[config.mk]
export PLATFORM = sky130hd
export DESIGN_NAME = id_queue
export DESIGN_NICKNAME = d
export VERILOG_FILES = /design/src/rtl/id_queue_pkg.sv /design/src/rtl/idq_storage.sv /design/src/rtl/id_queue.sv
export SDC_FILE = /design/constraint.sdc
export NUM_CORES = 1
export LEC_CHECK = 0
export CAP_MARGIN = 15
export CORE_ASPECT_RATIO = 1.1
export CORE_MARGIN = 2
export CORE_UTILIZATION = 50
export DETAILED_ROUTE_END_ITERATION = 16
export PLACE_DENSITY = 0.73
export SLEW_MARGIN = 20
export SYNTH_ARGS = -nofsm -noshare
export SYNTH_HDL_FRONTEND = slang
export SYNTH_HIERARCHICAL = 1
export SYNTH_SLANG_ARGS = --single-unit
[constraint.sdc]
create_clock -name clk -period 16.05 [get_ports clk]
set_input_delay 3.21 -clock clk [delete_from_list [all_inputs] [get_ports clk]]
set_output_delay 3.21 -clock clk [all_outputs]
set_load 0.05 [all_outputs]
[src/rtl/id_queue_pkg.sv]
// id_queue_pkg: configuration and payload layout shared by ID, id_queue and ROB.
// Holds the default queue depth, the decoded-instruction field widths,
// the packed payload struct and the pack/unpack helpers, so that ID and ROB
// agree on a single bit layout.
package id_queue_pkg;

  localparam int unsigned IDQ_DEPTH_DEFAULT = 4;

  // Field widths of the ID output bus
  localparam int unsigned IDQ_PC_W    = 32;
  localparam int unsigned IDQ_OPND_W  = 32;
  localparam int unsigned IDQ_REG_W   = 6;   // wr_en + wr_addr[4:0]
  localparam int unsigned IDQ_BR_W    = 2;   // is_branch + in_delayslot
  localparam int unsigned IDQ_MEM_W   = 4;   // mem_en + mem_we + mem_size[1:0]
  localparam int unsigned IDQ_EXC_W   = 6;   // exc_valid + exc_code[4:0]
  localparam int unsigned IDQ_OPGEN_W = 14;

  localparam int unsigned IDQ_DATA_WIDTH = IDQ_PC_W + 2 * IDQ_OPND_W + IDQ_REG_W +
                                           IDQ_BR_W + IDQ_MEM_W + IDQ_EXC_W + IDQ_OPGEN_W;

  typedef struct packed {
    logic [IDQ_REG_W-1:0]   reg_info;
    logic [IDQ_BR_W-1:0]    br_info;
    logic [IDQ_MEM_W-1:0]   mem_info;
    logic [IDQ_EXC_W-1:0]   exc_info;
    logic [IDQ_OPGEN_W-1:0] opgen;
    logic [IDQ_OPND_W-1:0]  opnd1;
    logic [IDQ_OPND_W-1:0]  opnd2;
    logic [IDQ_PC_W-1:0]    pc;
  } idq_payload_t;

  // Flatten a decoded instruction into the queue payload
  function automatic logic [IDQ_DATA_WIDTH-1:0] idq_pack(input idq_payload_t p);
    return IDQ_DATA_WIDTH'(p);
  endfunction

  // Recover the decoded instruction fields from a queue payload
  function automatic idq_payload_t idq_unpack(input logic [IDQ_DATA_WIDTH-1:0] d);
    return idq_payload_t'(d);
  endfunction

endpackage

[src/rtl/idq_storage.sv]
// idq_storage: DEPTH x DATA_WIDTH register array for id_queue.
// One synchronous write port, one asynchronous read port; contents are
// cleared on reset only (flush leaves stale payloads in place).
// Ports: clk, rst (sync, active-low), wr_en/wr_addr/wr_data, rd_addr -> rd_data.
module idq_storage #(
  parameter int unsigned DEPTH      = 4,
  parameter int unsigned DATA_WIDTH = 128,
  localparam int unsigned ADDR_W    = $clog2(DEPTH)
) (
  input  logic                  clk,
  input  logic                  rst,
  input  logic                  wr_en,
  input  logic [ADDR_W-1:0]     wr_addr,
  input  logic [DATA_WIDTH-1:0] wr_data,
  input  logic [ADDR_W-1:0]     rd_addr,
  output logic [DATA_WIDTH-1:0] rd_data
);

  logic [DATA_WIDTH-1:0] mem [DEPTH];

  // Write port with synchronous clear
  always_ff @(posedge clk) begin
    if (!rst) begin
      for (int i = 0; i < int'(DEPTH); i++) begin
        mem[i] <= '0;
      end
    end else if (wr_en) begin
      mem[wr_addr] <= wr_data;
    end
  end

  assign rd_data = mem[rd_addr];

endmodule

[src/rtl/id_queue.sv]
// id_queue: decoded-instruction FIFO between the ID and ROB stages.
// Buffers up to DEPTH opaque payloads with valid/ready on both sides,
// tracks whether the next decoded instruction is a delay slot, and
// supports a synchronous flush.
// Ports: clk, rst (sync, active-low), flush,
//        in_valid/in_ready/in_data/in_is_next_delayslot (from ID),
//        out_valid/out_ready/out_data (to ROB),
//        is_current_delayslot (to ID), count (occupancy).
// Build option: define IDQ_BYPASS_EN to let an instruction arriving at an
// empty queue reach the ROB combinationally in the same cycle.
module id_queue
  import id_queue_pkg::*;
#(
  parameter int unsigned DATA_WIDTH = IDQ_DATA_WIDTH,
  parameter int unsigned DEPTH      = IDQ_DEPTH_DEFAULT,
  localparam int unsigned PTR_W     = $clog2(DEPTH),
  localparam int unsigned CNT_W     = $clog2(DEPTH + 1)
) (
  input  logic                  clk,
  input  logic                  rst,
  input  logic                  flush,
  input  logic                  in_valid,
  output logic                  in_ready,
  input  logic [DATA_WIDTH-1:0] in_data,
  input  logic                  in_is_next_delayslot,
  output logic                  out_valid,
  input  logic                  out_ready,
  output logic [DATA_WIDTH-1:0] out_data,
  output logic                  is_current_delayslot,
  output logic [CNT_W-1:0]      count
);

  logic [PTR_W-1:0]      head_q;
  logic [PTR_W-1:0]      tail_q;
  logic [CNT_W-1:0]      count_q;
  logic                  delayslot_q;
  logic [DATA_WIDTH-1:0] rd_data;
  logic                  empty;
  logic                  push;
  logic                  bypass;
  logic                  wr_en;
  logic                  rd_en;

  assign empty    = (count_q == '0);
  assign in_ready = (count_q < CNT_W'(DEPTH)) && !flush;
  assign push     = in_valid && in_ready;

`ifdef IDQ_BYPASS_EN
  // Empty queue forwards ID straight to ROB; a taken pass-through is not stored
  assign out_valid = empty ? (in_valid && !flush) : 1'b1;
  assign out_data  = empty ? in_data : rd_data;
  assign bypass    = empty && push && out_ready;
`else
  assign out_valid = !empty;
  assign out_data  = rd_data;
  assign bypass    = 1'b0;
`endif

  // Storage-side transfers; push already excludes flush through in_ready
  assign wr_en = push && !bypass;
  assign rd_en = !empty && out_ready && !flush;

  // Pointers, occupancy and delay-slot tracking; flush and reset win over traffic
  always_ff @(posedge clk) begin
    if (!rst || flush) begin
      head_q      <= '0;
      tail_q      <= '0;
      count_q     <= '0;
      delayslot_q <= 1'b0;
    end else begin
      if (wr_en) begin
        tail_q <= tail_q + PTR_W'(1);
      end
      if (rd_en) begin
        head_q <= head_q + PTR_W'(1);
      end
      if (wr_en && !rd_en) begin
        count_q <= count_q + CNT_W'(1);
      end else if (!wr_en && rd_en) begin
        count_q <= count_q - CNT_W'(1);
      end
      if (push) begin
        delayslot_q <= in_is_next_delayslot;
      end
    end
  end

  idq_storage #(
    .DEPTH      (DEPTH),
    .DATA_WIDTH (DATA_WIDTH)
  ) u_storage (
    .clk     (clk),
    .rst     (rst),
    .wr_en   (wr_en),
    .wr_addr (tail_q),
    .wr_data (in_data),
    .rd_addr (head_q),
    .rd_data (rd_data)
  );

  assign is_current_delayslot = delayslot_q;
  assign count                = count_q;

endmodule

==> key figures, run 1 <==
STA
  • Clock skew: around 0.014 ns
  • Slew Limit Fails: 0
  • Unrepaired setup endpoints after global routing: false
  • Fmax: roughly 0.13 GHz
  • Tcrit/Tclk final: 48.8%
  • Setup TNS: 0 ns
  • Hold slack: roughly 0.51 ns
  • Worst-Margin Slew: between 1 and 1.5 ns
  • Clock period minus worst slack: 7.84 ns
  • Final hold violations: 0
  • Setup Viol. Count Final: 0
  • Worst slew margin: 32.1%

Power
  • Power per cell area: ~110 nW/um2
  • Leakage: around 10 nW
  • Clock Power Share: between 30% and 40%
  • Sw Ratio: between 20% and 30%
  • Internal cell power: 2.39 mW
  • Combinational Power Share: between 10% and 20%
  • NetSw: just over 0.7 mW
  • Peak supply drop: about 0.077 mV
  • Total chip power: about 3.1 mW
  • Seq pwr share: between 50% and 60%

Yosys
  • Simple-gate portion of the synthesized area: around 15%
  • Synthesized instance count: about 1.3k
  • Yosys top cell area share: just under 70%
  • Syn avg cell area: between 15 and 20 um2
  • YS warnings: 6
  • Synthesized net count: about 1.4k
  • Synth Area in Adders: 0.144%
  • Most frequent cell after synthesis: edfxtp_1
  • Multiplexer area fraction after synthesis: about an eighth
  • Synth Area in Compound Gates: less than 1%
  • Synth top cells by count: edfxtp_1 (512), and2_1 (384), and3_1 (128), mux4_2 (128), buf_2 (34)
  • Post-synth top area cell: edfxtp_1
  • Post-synthesis sequential area ratio: between 60 and 70%
  • Xor-xnor portion of the synthesized cell area: less than 1%
  • Prevailing post-synth register cell: edfxtp_1
  • Number of synthesized flops with an enable pin: ~500
  • FF+latch count, synth: 520
  • Netlist cell types: 31
  • Largest cells by area after synthesis: edfxtp_1 (68%), mux4_2 (13%), and2_1 (11%)
  • Largest family of logic cells by synthesized area: simple AND/OR/NAND/NOR gates
  • Asr flop ratio synth: 0%
  • Syn Std Cell Area: approximately 23000 um2

GRT
  • First-pass GRT wire length: approximately 75000 um
  • Pin count of the biggest net entering global routing: between 80 and 90
  • Antenna violations before repair: 6
  • Total global-route track usage: 21.8%
  • Vias in the first global route: approximately 13k
  • Gr ovfl total: 0

Outcome
  • Outcome: finished clean

Worst setup path
  • CP startpoint kind: input pin
  • Crit path kind: input pin to output port
  • Worst endpoint required time: about 13 ns
  • Crit path capture type: output port
  • Critical Path AT: 4.63 ns
  • Critical-path maximum fanout: 4

CTS
  • CTS Buf Count: around 50
  • Clock sinks: 520
  • CTS root buf: clkbuf_16
  • CTS tree: yes
  • Post-CTS Hold Buffers: 0
  • Clk Latency, worst-skew pair: ~0.6 ns
  • Post-CTS Resized: 0
  • H-tree depth: 2
  • Max Buffers Root-to-Sink: 3
  • # Post-CTS Setup Buffers: 0
  • Clk slew on worst S/H paths: approximately 0.060 ns

Route
  • Final Routed Wirelength: between 50000 and 60000 um
  • Post-DRT Antenna Nets: 0
  • # DRC: 0
  • DR pass1 iterations: 5
  • Drt via density: 5.59
  • Iter 0 DRT Violations: between 800 and 900
  • Vias: roughly 12k
  • Wire per inst: ~23 um

Layout
  • Final nets: ~1.7k
  • Final instance area: roughly 27000 um2
  • Share of layout cells above drive strength 1: 14.7%
  • Fillers: 3298
  • Finished Layout Cells: 2164
  • Area added between synthesis and finish: 20.6%

Placed design
  • DP Area: about 26000 um2
  • Final GP Congestion: between 0.7 and 0.8
  • Cells after DPL: a little over 2k
  • Dpl hpwl: 26600 um
  • Port bufs: around 270

Floorplan
  • Placement Rows: 81
  • Initial Util: 50.7%
  • Ports: approximately 270
  • Die Width: roughly 210 um
  • Core area: 44500 um2
  • Chip Height: 227 um
  • Die area: 46800 um2

Flow run
  • Max-cap violations: 0

Worst hold path
  • Worst hold path class: register to register
[critical path: stages]
cell and delay, ns:
clkdlybuf4s50_1 0.48, nor2_1 0.12, clkdlybuf4s50_1 0.81
[worst paths after layout]
check | start | cells after the start | slack [ns] | end
max | flush | 3 | 8.21 | in_ready
min | is_current_delayslot | 2 | 0.51 | is_current_delayslot
max reg2reg | count[2] | 5 | 12.33 | u_storage/mem[2][17]
min reg2reg | is_current_delayslot | 2 | 0.51 | is_current_delayslot
[flip-flops by register name (all words and copies together), names as in the netlist]
name / count
count: 3
head_q: 2
is_current_delayslot: 1
tail_q: 2
u_storage/mem: 512
[routing by layer]
layer	share of wire [%]	wire length, um	vias to the layer above	track usage, %
li1	-	-	5414	-
met1	41	20700	6205	29.4
met2	49	24800	386	35.6
met3	7.4	3750	75	5.13
met4	2.2	1110	6	6.24
met5	0.081	41	-	0
[metrics by stage]
stage	setup WS, ns	utilization, %
after floorplan	2.65	-
after global placement	8.17	57.3
after detailed placement	8.22	57.3
after CTS	8.20	61.1
after global routing	8.17	61.1
final	8.21	61.1
[layout by cell type, fill, tap and decap left out, types with 2 or more instances in the layout]
cell / count
and2_1: 384
and3_1: 128
and4b_4: 2
buf_4: 17
buf_6: 2
bufinv_16: 5
clkbuf_1: 12
clkbuf_16: 53
clkbuf_8: 5
clkdlybuf4s50_1: 266
clkinv_1: 9
clkinv_2: 9
dfxtp_1: 6
dfxtp_4: 2
diode_2: 3
edfxtp_1: 512
inv_1: 3
mux2i_1: 2
mux4_2: 128
nand2_4: 2
nand3_1: 2
nor2_1: 8
o21ai_4: 2
or3_1: 2
xnor2_1: 2
xor2_1: 4
[logic make-up after synthesis]
logic type | count (synthesis)
and+or+nand+nor | 534
muxes | 130
xor gates and xnor gates | 6
AOI/OAI and AO/OA | 6
DFF | 520
buffers and inverters | 102
adders and majority gates | 2
[power by group through the flow]
stage,Combinational [mW],Clock [mW],Sequential [mW]
after floorplan,0.199,0,1.61
after global placement,0.329,0,1.60
after detailed placement,0.331,0,1.60
after CTS,0.332,1.22,1.57
after global routing,0.345,1.27,1.58
final,0.328,1.19,1.57
[layout make-up]
class	instances	area (um2)	share of cell area [%]
Multi-Input combinational cell	678	6420	23.6
Clock inverter	24	238	0.874
Clock buffer	70	1440	5.29
Tap cell	581	727	2.67
Timing Repair Buffer	285	2810	10.3
Antenna cell	3	7.51	0.0276
Inverter	3	11.3	0.0414
Sequential cell	520	15500	57.1
(Power assumes the default switching activity.)
==> inputs of run 2 (changes only) <==
==> constraint.sdc (replaced) <==
create_clock -name clk -period 7.9 [get_ports clk]
set_input_delay 1.58 -clock clk [delete_from_list [all_inputs] [get_ports clk]]
set_output_delay 1.58 -clock clk [all_outputs]
set_load 0.05 [all_outputs]
==> run 2 against run 1 <==
  * Sequential power is 100% higher
  * Highest routed layer unchanged
  * Count of clock-buffer cells in the layout is 2 lower
  * Combinational power is 100% higher
  * Register-to-register slack worse by 7.7 ns
==> key figures, run 2 (synthesis results as in run 1) <==
Power
  • Peak supply drop: approximately 0.18 mV
  • Total chip power: 6.19 mW
  • Leakage: around 10 nW
  • Power per cell area: between 200 and 250 nW/um2

Worst setup path
  • WP buf/inv: 2
  • Critical Path AT: approximately 3.7 ns
  • Critical-path maximum fanout: 87
  • Worst endpoint required time: 6.32 ns
  • Worst R2R Setup Slack: between 4 and 5 ns
  • CP startpoint kind: register
  • WP depth: 3
  • CP max-delay cell: dfxtp_4
  • Crit path kind: register to output port
  • Worst path cell trace: buf_12 > mux4_2 > clkdlybuf4s50_1
  • Crit path capture type: output port
  • Peak per-stage delay on the critical path: 0.96 ns
  • Top delay family on crit path: buffers and inverters
  • R2R depth: 5

CTS
  • Clk Latency, worst-skew pair: a little under 0.6 ns
  • CTS Buf Count: just over 50
  • CTS root buf: clkbuf_16
  • Clk slew on worst S/H paths: roughly 0.06 ns
  • CTS tree: yes
  • Post-CTS Hold Buffers: 0
  • Clock sinks: 520
  • H-tree depth: 2
  • # Post-CTS Setup Buffers: 0
  • Post-CTS Resized: 0
  • Max Buffers Root-to-Sink: 3

Layout
  • Highest-count cells in the layout ignoring fill and taps: edfxtp_1 (512), and2_1 (384), clkdlybuf4s50_1 (266)
  • Fillers: 3260
  • Share of layout cells above drive strength 1: between 10% and 20%
  • Top reg by flops: u_storage/mem
  • Commonest non-fill, non-tap cell in the layout: edfxtp_1
  • Area used by multi-input combinational logic: about 6400 um2
  • Finished Layout Cells: around 2.2k
  • Final nets: around 1.7k
  • Area added between synthesis and finish: 20.4%
  • FF+latch area: around 16000 um2
  • Number of flip-flops in the largest register: 512

Placed design
  • Port bufs: around 270
  • Dpl hpwl: approximately 27000 um
  • Cells after DPL: ~2.1k
  • Final GP Congestion: ~0.74
  • Place WS: ~3 ns

GRT
  • Antenna violations before repair: 3
  • Vias in the first global route: roughly 12k
  • Pin count of the biggest net entering global routing: about 90
  • Gr ovfl total: 0
  • Total global-route track usage: 22.0%
  • First-pass GRT wire length: roughly 76000 um

Floorplan
  • Placement Rows: 81
  • Ports: ~270
  • Die Width: around 210 um
  • Die area: 46800 um2
  • Chip Height: ~230 um
  • Initial Util: just over 50%
  • Core area: about 44000 um2

Route
  • # DRC: 0
  • Vias: 12.1k
  • Wire per inst: roughly 24 um
  • Post-DRT Antenna Nets: 0
  • Final Routed Wirelength: around 51000 um
  • DR pass1 iterations: 4
  • Iter 0 DRT Violations: slightly above 900
  • Drt via density: ~5.6

Worst hold path
  • Worst hold path class: register to register
  • Cell count of the worst hold path: 2

STA
  • Setup TNS: 0 ns
  • Fmax: approximately 0.19 GHz
  • Final hold violations: 0
  • Worst slew margin: between 20% and 30%
  • Tcrit/Tclk final: between 60% and 70%
  • Hold slack: just over 0.5 ns
  • Worst setup margin: between 2 and 3 ns
  • Worst-Margin Slew: about 1.2 ns
  • Slew Limit Fails: 0
  • Setup Viol. Count Final: 0
  • Clock skew: 0.0144 ns
  • Unrepaired setup endpoints after global routing: false
  • Clock period minus worst slack: around 5.3 ns

Flow run
  • Max-cap violations: 0

Outcome
  • Outcome: finished clean
run 2: layer usage:
layer | global-route usage [%] | vias up | share of wire [%]
met5 | 0 | - | 0.067
met4 | 5.83 | 4 | 2.0
met3 | 5.13 | 73 | 8.0
met2 | 35.1 | 433 | 49
met1 | 30.5 | 6143 | 41
li1 | - | 5398 | -
run 2: through the flow:
stage	util [%]	cell area [um2]
floorplan	-	22600
CTS	61.0	27200
global route	61.0	27200
detailed placement	57.5	25600
finish	61.0	27200
global placement	57.5	25600
run 2: layout make-up:
type | instances | share of cell area [%]
multi-input cells | 678 | 23.7
flip-flops and latches | 520 | 57.2
well taps | 581 | 2.68
inverters | 3 | 0.0415
diodes | 2 | 0.0184
clock buffers | 68 | 5.13
clock inverters | 24 | 0.682
repair buffers | 285 | 10.6
run 2: worst paths after layout:
kind / to / start
max reg2reg: u_storage/mem[3][11] / count[2]
min: is_current_delayslot / is_current_delayslot
max: out_data[4] / head_q[0]
min reg2reg: is_current_delayslot / is_current_delayslot
run 2: power by group:
group          total (mW)  internal, mW  leakage [nW]  switching, mW
logic               0.669         0.252          3.83          0.417
registers            3.20          3.16          5.39         0.0370
clock network        2.32          1.33         0.774          0.986
total                6.19          4.75          9.99           1.44
run 2: worst min-delay path: cells and delay by family (launching register included):
family           cells  cell delay, ns
multiplexers         1            0.07
AND/OR/NAND/NOR      1            0.08
flip-flops           1            0.33
